**src/rtl/ibex_rf_sched_pkg.sv**
```systemverilog
// Shared types and helpers for the register-file write scheduler.
//   rf_sched_state_e : scheduler phase (zeroing sweep / normal run)
//   rf_wr_req_t      : one register-file write request (address + data)
package ibex_rf_sched_pkg;

   localparam int unsigned RegAddrWidth = 5;
   localparam int unsigned RfDataWidth  = 32;

   typedef enum logic {
      RF_INIT,
      RF_RUN
   } rf_sched_state_e;

   typedef struct packed {
      logic [RegAddrWidth-1:0] waddr;
      logic [RfDataWidth-1:0]  wdata;
   } rf_wr_req_t;

   // Number of significant register address bits for the chosen ISA variant.
   function automatic int unsigned rf_addr_width(bit rv32e);
      return rv32e ? 4 : 5;
   endfunction

endpackage

```
**src/rtl/ibex_rf_wr_fifo.sv**
```systemverilog
// Small circular FIFO holding buffered LSU register writes.
// Ports:
//   clk_i, rst_i            clock, asynchronous active-high reset
//   push_i, push_addr_i/data_i   enqueue one write (caller guarantees !full_o)
//   pop_i                   dequeue the head (caller guarantees !empty_o)
//   full_o, empty_o, count_o     occupancy
//   head_addr_o, head_data_o     oldest buffered write
//   valid_o, addr_o         per-slot valid flags and flattened addresses
module ibex_rf_wr_fifo #(
   parameter  int unsigned Depth     = 2,
   parameter  int unsigned AddrWidth = 5,
   parameter  int unsigned DataWidth = 32,
   localparam int unsigned PtrWidth  = (Depth > 1) ? $clog2(Depth) : 1,
   localparam int unsigned CntWidth  = $clog2(Depth + 1)
) (
   input  logic                         clk_i,
   input  logic                         rst_i,
   input  logic                         push_i,
   input  logic [AddrWidth-1:0]         push_addr_i,
   input  logic [DataWidth-1:0]         push_data_i,
   input  logic                         pop_i,
   output logic                         full_o,
   output logic                         empty_o,
   output logic [CntWidth-1:0]          count_o,
   output logic [AddrWidth-1:0]         head_addr_o,
   output logic [DataWidth-1:0]         head_data_o,
   output logic [Depth-1:0]             valid_o,
   output logic [Depth*AddrWidth-1:0]   addr_o
);

   logic [PtrWidth-1:0]  wr_ptr_q, rd_ptr_q;
   logic [CntWidth-1:0]  count_q;
   logic [Depth-1:0]     valid_q;
   logic [AddrWidth-1:0] addr_q [Depth];
   logic [DataWidth-1:0] data_q [Depth];

   // Pointer advance with wrap at Depth (Depth need not be a power of two).
   function automatic logic [PtrWidth-1:0] ptr_inc(logic [PtrWidth-1:0] p);
      return (p == PtrWidth'(Depth - 1)) ? '0 : p + PtrWidth'(1);
   endfunction

   // Control state; per-slot valid flags let the top compare addresses directly.
   always_ff @(posedge clk_i or posedge rst_i) begin
      if (rst_i) begin
         wr_ptr_q <= '0;
         rd_ptr_q <= '0;
         count_q  <= '0;
         valid_q  <= '0;
      end else begin
         if (push_i) begin
            valid_q[wr_ptr_q] <= 1'b1;
            wr_ptr_q          <= ptr_inc(wr_ptr_q);
         end
         if (pop_i) begin
            valid_q[rd_ptr_q] <= 1'b0;
            rd_ptr_q          <= ptr_inc(rd_ptr_q);
         end
         case ({push_i, pop_i})
            2'b10:   count_q <= count_q + CntWidth'(1);
            2'b01:   count_q <= count_q - CntWidth'(1);
            default: count_q <= count_q;
         endcase
      end
   end

   // Payload storage needs no reset: slots are qualified by valid_q.
   always_ff @(posedge clk_i) begin
      if (push_i) begin
         addr_q[wr_ptr_q] <= push_addr_i;
         data_q[wr_ptr_q] <= push_data_i;
      end
   end

   always_comb begin
      addr_o = '0;
      for (int unsigned i = 0; i < Depth; i++) begin
         addr_o[i*AddrWidth +: AddrWidth] = addr_q[i];
      end
   end

   assign full_o      = (count_q == CntWidth'(Depth));
   assign empty_o     = (count_q == '0);
   assign count_o     = count_q;
   assign valid_o     = valid_q;
   assign head_addr_o = addr_q[rd_ptr_q];
   assign head_data_o = data_q[rd_ptr_q];

endmodule

```
**src/rtl/ibex_rf_write_scheduler.sv**
```systemverilog
// Owns the single register-file write port. After reset it zeroes x1..xN-1,
// then arbitrates between zero-latency EX writes and buffered LSU writes,
// and flags read-after-write hazards against still-buffered LSU writes.
// Ports:
//   clk_i, rst_i                         clock, asynchronous active-high reset
//   ex_we_i/ex_waddr_i/ex_wdata_i        EX write request, ex_ready_o accept
//   lsu_we_i/lsu_waddr_i/lsu_wdata_i     LSU write request, lsu_ready_o accept
//   raddr_a_i/raddr_b_i                  read addresses, hazard_a_o/hazard_b_o
//   rf_we_o/rf_waddr_o/rf_wdata_o        register-file write port
//   init_done_o                          zeroing sweep finished
module ibex_rf_write_scheduler import ibex_rf_sched_pkg::*; #(
   parameter bit          RV32E     = 1'b0,
   parameter int unsigned DataWidth = RfDataWidth,
   parameter int unsigned LsuDepth  = 2,
   parameter bit          InitZero  = 1'b1
) (
   input  logic                 clk_i,
   input  logic                 rst_i,
   input  logic                 ex_we_i,
   input  logic [4:0]           ex_waddr_i,
   input  logic [DataWidth-1:0] ex_wdata_i,
   output logic                 ex_ready_o,
   input  logic                 lsu_we_i,
   input  logic [4:0]           lsu_waddr_i,
   input  logic [DataWidth-1:0] lsu_wdata_i,
   output logic                 lsu_ready_o,
   input  logic [4:0]           raddr_a_i,
   input  logic [4:0]           raddr_b_i,
   output logic                 hazard_a_o,
   output logic                 hazard_b_o,
   output logic                 rf_we_o,
   output logic [4:0]           rf_waddr_o,
   output logic [DataWidth-1:0] rf_wdata_o,
   output logic                 init_done_o
);

   localparam int unsigned AddrWidth = rf_addr_width(RV32E);
   localparam int unsigned NumWords  = 2 ** AddrWidth;
   localparam int unsigned CntWidth  = $clog2(LsuDepth + 1);

   rf_sched_state_e        state_q;
   logic [AddrWidth-1:0]   sweep_q;

   logic                   fifo_push, fifo_pop, fifo_full, fifo_empty;
   logic [CntWidth-1:0]    fifo_count;
   logic [AddrWidth-1:0]   fifo_head_addr;
   logic [DataWidth-1:0]   fifo_head_data;
   logic [LsuDepth-1:0]    fifo_valid;
   logic [LsuDepth*AddrWidth-1:0] fifo_addr;

   logic [AddrWidth-1:0]   ex_addr, lsu_addr, ra_addr, rb_addr;
   logic                   is_run, waw_hit, hit_a, hit_b, ex_write;

   // High address bit is dropped in RV32E.
   assign ex_addr  = ex_waddr_i[AddrWidth-1:0];
   assign lsu_addr = lsu_waddr_i[AddrWidth-1:0];
   assign ra_addr  = raddr_a_i[AddrWidth-1:0];
   assign rb_addr  = raddr_b_i[AddrWidth-1:0];

   // Phase FSM and sweep counter; the sweep ends after writing x(N-1).
   always_ff @(posedge clk_i or posedge rst_i) begin
      if (rst_i) begin
         state_q <= InitZero ? RF_INIT : RF_RUN;
         sweep_q <= AddrWidth'(1);
      end else if (state_q == RF_INIT) begin
         sweep_q <= sweep_q + AddrWidth'(1);
         if (sweep_q == AddrWidth'(NumWords - 1)) begin
            state_q <= RF_RUN;
         end
      end
   end

   assign is_run      = (state_q == RF_RUN);
   assign init_done_o = is_run;

   // Address match of EX and both read ports against every buffered write.
   always_comb begin
      waw_hit = 1'b0;
      hit_a   = 1'b0;
      hit_b   = 1'b0;
      for (int unsigned i = 0; i < LsuDepth; i++) begin
         if (fifo_valid[i]) begin
            if (fifo_addr[i*AddrWidth +: AddrWidth] == ex_addr) waw_hit = 1'b1;
            if (fifo_addr[i*AddrWidth +: AddrWidth] == ra_addr) hit_a   = 1'b1;
            if (fifo_addr[i*AddrWidth +: AddrWidth] == rb_addr) hit_b   = 1'b1;
         end
      end
   end

   assign hazard_a_o  = hit_a && (ra_addr != '0);
   assign hazard_b_o  = hit_b && (rb_addr != '0);

   // EX yields to a full FIFO and to an older buffered write to the same register.
   assign ex_ready_o  = is_run && !fifo_full && !(waw_hit && (ex_addr != '0));
   assign ex_write    = ex_we_i && ex_ready_o && (ex_addr != '0);
   assign fifo_pop    = is_run && !fifo_empty && (fifo_full || !ex_write);
   assign lsu_ready_o = is_run && !fifo_full;
   assign fifo_push   = lsu_we_i && lsu_ready_o && (lsu_addr != '0);

   // Write-port mux: sweep, then FIFO drain (already prioritised), then EX.
   always_comb begin
      rf_we_o    = 1'b0;
      rf_waddr_o = '0;
      rf_wdata_o = '0;
      if (!is_run) begin
         rf_we_o    = 1'b1;
         rf_waddr_o = 5'(sweep_q);
      end else if (fifo_pop) begin
         rf_we_o    = 1'b1;
         rf_waddr_o = 5'(fifo_head_addr);
         rf_wdata_o = fifo_head_data;
      end else if (ex_write) begin
         rf_we_o    = 1'b1;
         rf_waddr_o = 5'(ex_addr);
         rf_wdata_o = ex_wdata_i;
      end
   end

   ibex_rf_wr_fifo #(
      .Depth     (LsuDepth),
      .AddrWidth (AddrWidth),
      .DataWidth (DataWidth)
   ) u_lsu_fifo (
      .clk_i       (clk_i),
      .rst_i       (rst_i),
      .push_i      (fifo_push),
      .push_addr_i (lsu_addr),
      .push_data_i (lsu_wdata_i),
      .pop_i       (fifo_pop),
      .full_o      (fifo_full),
      .empty_o     (fifo_empty),
      .count_o     (fifo_count),
      .head_addr_o (fifo_head_addr),
      .head_data_o (fifo_head_data),
      .valid_o     (fifo_valid),
      .addr_o      (fifo_addr)
   );

   // Occupancy can never exceed the configured depth.
   a_fifo_bound: assert property (@(posedge clk_i) disable iff (rst_i)
      fifo_count <= CntWidth'(LsuDepth));

endmodule

```
**config.mk**
```make
export PLATFORM = sky130hd
export DESIGN_NAME = ibex_rf_write_scheduler
export DESIGN_NICKNAME = d
export VERILOG_FILES = /design/src/rtl/ibex_rf_sched_pkg.sv /design/src/rtl/ibex_rf_wr_fifo.sv /design/src/rtl/ibex_rf_write_scheduler.sv
export SDC_FILE = /design/constraint.sdc
export NUM_CORES = 1
export LEC_CHECK = 0
export CAP_MARGIN = 10
export CORE_MARGIN = 4
export CORE_UTILIZATION = 50
export CTS_CLUSTER_SIZE = 30
export DETAILED_ROUTE_END_ITERATION = 12
export MAX_ROUTING_LAYER = met4
export PLACE_DENSITY = 0.86
export SYNTH_ARGS = -nofsm -noshare
export SYNTH_HDL_FRONTEND = slang
export SYNTH_SLANG_ARGS = --single-unit
```
**constraint.sdc**
```tcl
create_clock -name clk_i -period 5.9 [get_ports clk_i]
set_input_delay 0.59 -clock clk_i [delete_from_list [all_inputs] [get_ports clk_i]]
set_output_delay 0.59 -clock clk_i [all_outputs]
set_load 0.05 [all_outputs]
```
==> results of run 1 <==
[per-stage QoR]
step	hold WS (ps)	util	setup slack, ps
final	503	0.723	1530
after global routing	524	0.723	1370
after CTS	498	0.723	1580
after detailed placement	486	0.695	1610
after global placement	485	0.695	1700
after floorplan	454	-	2270
[registers in the layout (all words and copies together) (netlist names)]
name and count:
u_lsu_fifo.data_q 64, u_lsu_fifo.count_o 2, init_done_o 1, u_lsu_fifo.wr_ptr_q 1, sweep_q 5, u_lsu_fifo.addr_q 10, u_lsu_fifo.rd_ptr_q 1, u_lsu_fifo.valid_o 2
[final cells by class]
| type | count | share of cell area |
|---|---|---|
| Multi-Input combinational cell | 204 | 0.253 |
| Sequential cell | 86 | 0.447 |
| Inverter | 10 | 0.00665 |
| Clock buffer | 9 | 0.0219 |
| Clock inverter | 6 | 0.0168 |
| Tap cell | 102 | 0.0226 |
| Timing Repair Buffer | 131 | 0.232 |
[critical path, stage by stage]
cell and delay (ps):
clkdlybuf4s50_1 500, xor2_1 210, nor4_2 330, a32oi_2 210
a41o_1 540, buf_4 340, o21ai_0 200, clkdlybuf4s50_1 850
[power groups by stage]
| stage | combinational (mW) | sequential, mW | clock, mW |
|---|---|---|---|
| CTS | 1.55 | 0.959 | 0.458 |
| detailed placement | 1.54 | 0.973 | 0 |
| global placement | 1.52 | 0.964 | 0 |
| global route | 1.62 | 0.975 | 0.481 |
| finish | 1.54 | 0.959 | 0.450 |
| floorplan | 1.11 | 0.878 | 0 |
[how the worst max path moves through the flow]
stage                     cells after the start  slack [ps]                       to     startpoint
after floorplan                               4        2270  u_lsu_fifo.addr_q[1][0]    init_done_o
after global placement                        8        1700           rf_wdata_o[15]  ex_waddr_i[3]
after detailed placement                      8        1610           rf_wdata_o[19]  ex_waddr_i[3]
after CTS                                     8        1580           rf_wdata_o[26]  ex_waddr_i[3]
after global routing                          8        1370           rf_wdata_o[19]  ex_waddr_i[0]
final                                         8        1530           rf_wdata_o[20]  ex_waddr_i[3]
[metal layers]
layer  GRT usage  part of all wire  vias up
met5           -                 0        -
met4      0.0863             0.027        0
met3      0.0500             0.081       25
met2       0.348              0.50      151
met1       0.233              0.39     1393
li1            -                 -     1407
[cells by family after synthesis]
logic type | share of synthesized area
simple gates | 0.0954
flops | 0.623
mux | 0.0846
buf+inv | 0.0281
xor+xnor | 0.0821
fa+ha+maj | 0.00926
compound gates | 0.0778
[layout by cell type (no fill, tap or decap), drive strengths merged, types with 3 or more instances in the layout]
cell type,count
nand2,33
a21oi,4
clkbuf,9
xor2,24
a2111oi,3
xnor2,14
o32ai,3
edfxtp,74
inv,12
dfrtp,11
nor2b,9
clkdlybuf4s50,130
nand3,4
nor2,9
nor3,3
nor4,6
mux2i,32
or4,4
o21ai,34
ha,3
==> impl_metrics.py, run 1 <==
metrics = {
    "outcome": {
        "status": "finished, final reports clean",
    },
    "timing": {
        "drv_slew": 0,
        "setup_tns_ps": 0,
        "fmax_ghz": 0.229,
        "clock_skew_ps": 14.1,
        "rsz0062_at_grt": "no",
        "fin_crit_ps": 4370,
        "fin_crit_sh": 0.741,
        "worst_pin_slew_ps": 1180,
        "maxSlewHeadroom": 0.214,
        "setup-violations-final": 0,
        "hold_viol": 0,
    },
    "global_route": {
        "grt_pass1_vias": 3121,
        "grt_pass1_wl_mm": 15.1,
        "grt_max_degree": 46,
        "grt_use_total": 0.206,
        "grt.overflow.total": 0,
        "antenna_found_initial": 0,
    },
    "final_layout": {
        "regArea_sq_mm": 0.00252,
        "fillCellCount": 528,
        "drive_gt1_frac": 0.0583,
        "multi_input_area_sq_mm": 0.00143,
        "area_delta_synth_final_pct": 39.4,
        "fin_nets": 533,
        "n_antenna_cell": 0,
        "final_design_area_no_fill_sq_mm": 0.00565,
        "fin_cells": 548,
    },
    "cts": {
        "cts_made_buffers": 9,
        "cts_root_buffer": "clkbuf_8",
        "clk_path_buf_depth": 2,
        "ctsHoldBuffers": 0,
        "clk_latency_ps": 350,
        "clk_pin_slew_ps": 80,
        "cts-resized-gates": 0,
        "clkSinkCount": 86,
        "htreeDepth": 3,
        "tritoncts": "yes",
        "postCtsSetupRepairBufs": 0,
    },
    "critical_path": {
        "r2r_cells": 4,
        "r2r_slack_ps": 3160,
        "arrival_ps": 3780,
        "cp-end-kind": "primary output",
        "cp_max_fo": 22,
        "required_ps": 5310,
        "r2r-start": "init_done_o",
        "r2r_end": "u_lsu_fifo.data_q[0][27]",
        "startpoint_type": "input pin",
        "crit_type": "in -> out",
    },
    "yosys": {
        "synth_most_common_cell": "edfxtp_1",
        "yosysUniqueCellTypes": 39,
        "synth_top_area_frac": 0.548,
        "synth_top_area_cell": "edfxtp_1",
        "yosysSeqAreaShare": 0.623,
        "synth_commonest_cells": "edfxtp_1 (74), nand2_1 (33), mux2i_1 (32), o21ai_0 (25), xor2_1 (24)",
        "syn_inst": 315,
        "ys_ff_latch": 86,
        "synthTopCellsByArea": "edfxtp_1 (55%), mux2i_1 (7.9%), dfrtp_1 (6.8%)",
        "avgSynthCellArea_sq_um": 12.9,
        "yosys_most_used_dff": "edfxtp_1",
        "synth_nets": 406,
        "synth-async-reset-ratio": 0.140,
        "yosysWarnings": 0,
        "syn-cell-area_sq_mm": 0.00405,
        "synth_edf_count": 74,
    },
    "floorplan": {
        "rows": 32,
        "die_h_um": 98.0,
        "core_area_sq_mm": 0.00781,
        "die_x_um": 98.0,
        "initial_core_util": 0.519,
        "dieArea_sq_mm": 0.00961,
        "top_level_ports": 131,
    },
    "pwr": {
        "pwr-share-seq": 0.325,
        "p_comb_frac": 0.522,
        "internal_power_mw": 1.61,
        "p_leak_nw": 2.06,
        "p_clk_frac": 0.153,
        "swShare": 0.454,
        "powerDensity_mw_per_mm2": 522,
        "power_mw": 2.95,
        "switching_power_mw": 1.34,
        "ir_worst_vdd_v": 0.000337,
    },
    "drt": {
        "viasPerCell": 5.43,
        "routed_wirelength_mm": 9.60,
        "drtIter0Drc": 131,
        "vias": 2976,
        "wire_per_inst_um": 17.5,
        "ant_nets": 0,
        "drc": 0,
        "dr.pass1.iters": 4,
    },
    "placement": {
        "port-buffer-count": 130,
        "place_area_sq_mm": 0.00543,
        "dpl.hpwl_mm": 6.86,
        "gp_congestion": 0.914,
        "dp_cells": 533,
    },
    "hold_path": {
        "hold_end": "sweep_q[3]",
        "hold_depth": 1,
        "hp-class": "reg -> reg",
        "hp-start": "sweep_q[3]",
    },
    "run": {
        "cap_viol_max_count": 0,
    },
}
Power figures use the tool's default switching activity.
==> run 2, diff against run 1 <==
--- a/config.mk
+++ b/config.mk
@@ -7,11 +7,11 @@
 export LEC_CHECK = 0
 export CAP_MARGIN = 10
 export CORE_MARGIN = 4
-export CORE_UTILIZATION = 50
+export CORE_UTILIZATION = 42
 export CTS_CLUSTER_SIZE = 30
 export DETAILED_ROUTE_END_ITERATION = 12
 export MAX_ROUTING_LAYER = met4
-export PLACE_DENSITY = 0.86
+export PLACE_DENSITY = 0.77
 export SYNTH_ARGS = -nofsm -noshare
 export SYNTH_HDL_FRONTEND = slang
 export SYNTH_SLANG_ARGS = --single-unit
==> constraint.sdc (replaced) <==
create_clock -name clk_i -period 3.53 [get_ports clk_i]
set_input_delay 0.353 -clock clk_i [delete_from_list [all_inputs] [get_ports clk_i]]
set_output_delay 0.353 -clock clk_i [all_outputs]
set_load 0.05 [all_outputs]
==> impl_metrics.py, run 2 (synthesis gave the netlist of run 1 again) <==
metrics = {
    "cts": {
        "ctsHoldBuffers": 0,
        "clk_pin_slew_ps": 90,
        "cts-resized-gates": 0,
        "cts_made_buffers": 9,
        "tritoncts": "yes",
        "htreeDepth": 3,
        "clk_path_buf_depth": 2,
        "cts_root_buffer": "clkbuf_8",
        "clk_latency_ps": 340,
        "postCtsSetupRepairBufs": 0,
        "clkSinkCount": 86,
    },
    "placement": {
        "dpl.hpwl_mm": 6.84,
        "place_ws_ps": 414,
        "gp_congestion": 1.01,
        "port-buffer-count": 130,
        "place_area_sq_mm": 0.00545,
    },
    "timing": {
        "clock_skew_ps": 9.94,
        "maxSlewHeadroom": 0.236,
        "rsz0062_at_grt": "no",
        "setup-violations-final": 0,
        "drv_slew": 0,
        "worst_pin_slew_ps": 1140,
        "finalHoldWorstSlack_ps": 336,
        "fin_crit_sh": 0.902,
        "fmax_ghz": 0.314,
        "fin_crit_ps": 3180,
        "hold_viol": 0,
        "fin_ws_ps": 347,
    },
    "final_layout": {
        "final_common_cell": "clkdlybuf4s50_1",
        "drive_gt1_frac": 0.149,
        "fin_nets": 535,
        "fillCellCount": 756,
        "n_antenna_cell": 0,
        "reg_top3": "u_lsu_fifo.data_q (64), u_lsu_fifo.addr_q (10), sweep_q (5)",
        "multi_input_area_sq_mm": 0.00143,
        "regArea_sq_mm": 0.00252,
        "final_cell_mix": "clkdlybuf4s50_1 (92), edfxtp_1 (74), buf_4 (36)",
        "final_design_area_no_fill_sq_mm": 0.00562,
        "largest_reg_flops": 64,
        "regMostFlops": "u_lsu_fifo.data_q",
        "area_delta_synth_final_pct": 38.6,
    },
    "critical_path": {
        "r2r_end": "u_lsu_fifo.data_q[0][12]",
        "arrival_ps": 2830,
        "cp_max_fo": 36,
        "r2r_slack_ps": 780,
        "required_ps": 3180,
        "r2r-start": "init_done_o",
        "r2r_cells": 4,
        "startpoint_type": "input pin",
        "cp-end-kind": "primary output",
        "crit_type": "in -> out",
    },
    "run": {
        "cap_viol_max_count": 0,
    },
    "global_route": {
        "grt_pass1_vias": 3068,
        "grt.overflow.total": 0,
        "grt_max_degree": 39,
        "grt_use_total": 0.170,
        "grt_pass1_wl_mm": 14.7,
        "antenna_found_initial": 0,
    },
    "floorplan": {
        "initial_core_util": 0.434,
        "dieArea_sq_mm": 0.0113,
        "rows": 35,
        "die_h_um": 106,
        "core_area_sq_mm": 0.00933,
        "top_level_ports": 131,
        "die_x_um": 106,
    },
    "pwr": {
        "powerDensity_mw_per_mm2": 852,
        "ir_worst_vdd_v": 0.000477,
        "p_leak_nw": 2.11,
    },
    "drt": {
        "ant_nets": 0,
        "wire_per_inst_um": 16.2,
        "drc": 0,
        "vias": 2954,
        "viasPerCell": 5.11,
        "dr.pass1.iters": 4,
        "drtIter0Drc": 112,
        "routed_wirelength_mm": 9.38,
    },
    "outcome": {
        "status": "finished, final reports clean",
    },
    "hold_path": {
        "hp-class": "in -> async",
    },
}
[run 2: cell types whose count changed in the layout (fill, tap and decap cells not counted), sizes merged]
cell,change
bufinv,-2
clkinv,+4
buf,+40
clkinvlp,-1
clkdlybuf4s50,-38
[run 2: worst max path at each step]
stage / from / end / slack [ps] / cells after the start
6_report: ex_waddr_i[4] / rf_waddr_o[2] / 350 / 8
3_5_place_dp: ex_waddr_i[3] / rf_waddr_o[2] / 410 / 8
4_1_cts: ex_waddr_i[3] / rf_waddr_o[2] / 410 / 8
3_3_place_gp: ex_waddr_i[3] / rf_waddr_o[1] / 500 / 8
2_1_floorplan: init_done_o / u_lsu_fifo.addr_q[1][0] / -100 / 4
5_1_grt: ex_waddr_i[4] / rf_waddr_o[2] / 240 / 8
[run 2: worst max-delay path, stage by stage]
cell and delay (ps):
clkdlybuf4s50_1 500, xor2_1 200, nor4_1 390, a32oi_2 160
and4_4 350, nor2b_1 190, o32ai_1 480, buf_12 200
[run 2: layout make-up]
type,count,area share
sequential,86,0.449
multi-input combinational,204,0.255
timing repair buffer,133,0.230
tap,129,0.0287
clock buffer,9,0.0220
clock inverter,7,0.00869
inverter,10,0.00668
[run 2: where the power goes]
group / internal, mW / total [mW] / leakage [nW] / switching, mW
combinational: 0.929 / 2.65 / 1.19 / 1.72
sequential: 1.37 / 1.54 / 0.832 / 0.165
clock: 0.258 / 0.601 / 0.0898 / 0.343
total: 2.56 / 4.79 / 2.11 / 2.23
[run 2: through the flow]
step	util	total power [mW]	instances	setup TNS (ps)
CTS	0.602	4.84	578	0
global placement	0.584	4.18	562	0
floorplan	-	3.32	315	-7600
global route	0.602	5.02	578	0
detailed placement	0.584	4.23	562	0
finish	0.602	4.79	578	0
[run 2: routing by layer]
layer	GRT usage	wire [um]
met1	0.185	3700
met2	0.296	4880
met3	0.0407	603
met4	0.0712	197
met5	-	0
==> run 3, diff against run 2 <==
--- a/config.mk
+++ b/config.mk
@@ -6,12 +6,11 @@
 export NUM_CORES = 1
 export LEC_CHECK = 0
 export CAP_MARGIN = 10
-export CORE_MARGIN = 4
-export CORE_UTILIZATION = 42
+export CORE_MARGIN = 2
+export CORE_UTILIZATION = 34
 export CTS_CLUSTER_SIZE = 30
 export DETAILED_ROUTE_END_ITERATION = 12
 export MAX_ROUTING_LAYER = met4
-export PLACE_DENSITY = 0.77
 export SYNTH_ARGS = -nofsm -noshare
 export SYNTH_HDL_FRONTEND = slang
 export SYNTH_SLANG_ARGS = --single-unit
==> impl_metrics.py, run 3 (synthesis gave the netlist of run 1 again) <==
metrics = {
    "floorplan": {
        "core_area_sq_mm": 0.0115,
        "top_level_ports": 131,
        "initial_core_util": 0.352,
        "die_h_um": 113,
        "rows": 39,
        "dieArea_sq_mm": 0.0128,
        "die_x_um": 113,
    },
    "placement": {
        "port-buffer-count": 130,
        "gp_congestion": 0.925,
        "dpl.hpwl_mm": 6.77,
        "place_area_sq_mm": 0.00550,
    },
    "run": {
        "cap_viol_max_count": 0,
    },
    "cts": {
        "clkSinkCount": 86,
        "tritoncts": "yes",
        "clk_latency_ps": 330,
        "cts-resized-gates": 0,
        "postCtsSetupRepairBufs": 0,
        "cts_made_buffers": 9,
        "htreeDepth": 3,
        "cts_root_buffer": "clkbuf_16",
        "clk_path_buf_depth": 2,
        "clk_pin_slew_ps": 70,
        "ctsHoldBuffers": 0,
    },
    "drt": {
        "routed_wirelength_mm": 9.45,
        "dr.pass1.iters": 8,
        "vias": 2903,
        "ant_nets": 0,
        "wire_per_inst_um": 15.9,
        "viasPerCell": 4.90,
        "drc": 6,
        "drtIter0Drc": 135,
    },
    "final_layout": {
        "regMostFlops": "u_lsu_fifo.data_q",
        "n_antenna_cell": 0,
        "final_cell_mix": "clkdlybuf4s50_1 (92), edfxtp_1 (74), buf_4 (35)",
        "drive_gt1_frac": 0.149,
        "largest_reg_flops": 64,
        "fin_nets": 536,
        "final_design_area_no_fill_sq_mm": 0.00578,
        "final_util": 0.502,
        "fillCellCount": 1031,
        "reg_top3": "u_lsu_fifo.data_q (64), u_lsu_fifo.addr_q (10), sweep_q (5)",
        "final_common_cell": "clkdlybuf4s50_1",
        "area_delta_synth_final_pct": 42.5,
    },
    "timing": {
        "setup-violations-final": 0,
        "maxSlewHeadroom": 0.540,
        "drv_slew": 0,
        "rsz0062_at_grt": "no",
        "setup_tns_ps": 0,
        "fmax_ghz": 0.318,
        "hold_viol": 0,
        "fin_crit_sh": 0.891,
        "clock_skew_ps": 6.15,
        "worst_pin_slew_ps": 691,
        "fin_crit_ps": 3150,
    },
    "critical_path": {
        "r2r-start": "u_lsu_fifo.addr_q[1][3]",
        "r2r_slack_ps": 1080,
        "arrival_ps": 2790,
        "required_ps": 3180,
        "r2r_cells": 9,
        "crit_type": "in -> out",
        "cp-end-kind": "primary output",
        "startpoint_type": "input pin",
        "r2r_end": "u_lsu_fifo.count_o[1]",
        "cp_max_fo": 36,
    },
    "global_route": {
        "antenna_found_initial": 0,
        "grt_use_total": 0.152,
        "grt.overflow.total": 0,
        "grt_pass1_vias": 2948,
        "grt_pass1_wl_mm": 14.8,
        "grt_max_degree": 37,
    },
    "pwr": {
        "p_leak_nw": 2.17,
        "power_mw": 5.12,
        "powerDensity_mw_per_mm2": 885,
        "ir_worst_vdd_v": 0.000650,
    },
    "hold_path": {
        "hp-class": "in -> async",
    },
    "outcome": {
        "violations": "design-rule violations",
        "status": "finished, violations left",
    },
}
==> run 3: cell types whose count changed in the layout (fill, tap and decap cells not counted), moves of 2 or more <==
cell       delta
clkbuf_16     +9
clkbuf_8      -9
clkinv_2      -3
buf_12        +2
==> run 3: worst max-delay path by stage <==
stage	start	end	slack [ps]
floorplan	init_done_o	u_lsu_fifo.addr_q[1][0]	-100
global placement	ex_waddr_i[3]	rf_waddr_o[2]	460
detailed placement	ex_waddr_i[3]	rf_waddr_o[2]	380
CTS	ex_waddr_i[3]	rf_waddr_o[2]	380
global route	ex_waddr_i[3]	rf_waddr_o[2]	210
finish	ex_waddr_i[3]	rf_waddr_o[2]	380
==> run 3: layout make-up <==
class	count	area [sq um]	area share
flip-flops and latches	86	2520	0.437
multi-input cells	204	1430	0.248
repair buffers	134	1320	0.229
clock buffers	9	225	0.0390
well taps	143	179	0.0310
clock inverters	7	56.3	0.00975
inverters	10	37.5	0.00650
==> run 3: layer usage <==
layer  track usage  share of wire
met2         0.244           0.48
met4        0.0602          0.018
met5             -              0
met3        0.0332          0.065
met1         0.187           0.43
==> run 3: worst max-delay path: stages <==
cell             delay (ps)
clkdlybuf4s50_1         500
xor2_1                  210
nor4_2                  310
a32oi_2                 210
and4_4                  360
nor2b_1                 180
o32ai_1                 460
buf_12                  200
==> run 3: report_power, final <==
part           internal [mW]  switching, mW  total [mW]
registers               1.37          0.178        1.55
logic                  0.958           1.73        2.68
clock network          0.485          0.398       0.884
total                   2.81           2.30        5.12
==> run 3: metrics by stage <==
step,std cells,setup slack (ps),hold WS [ps]
2_1_floorplan,315,-102,217
3_3_place_gp,577,465,485
3_5_place_dp,577,384,492
4_1_cts,593,380,358
5_1_grt,593,215,388
6_report,593,383,341
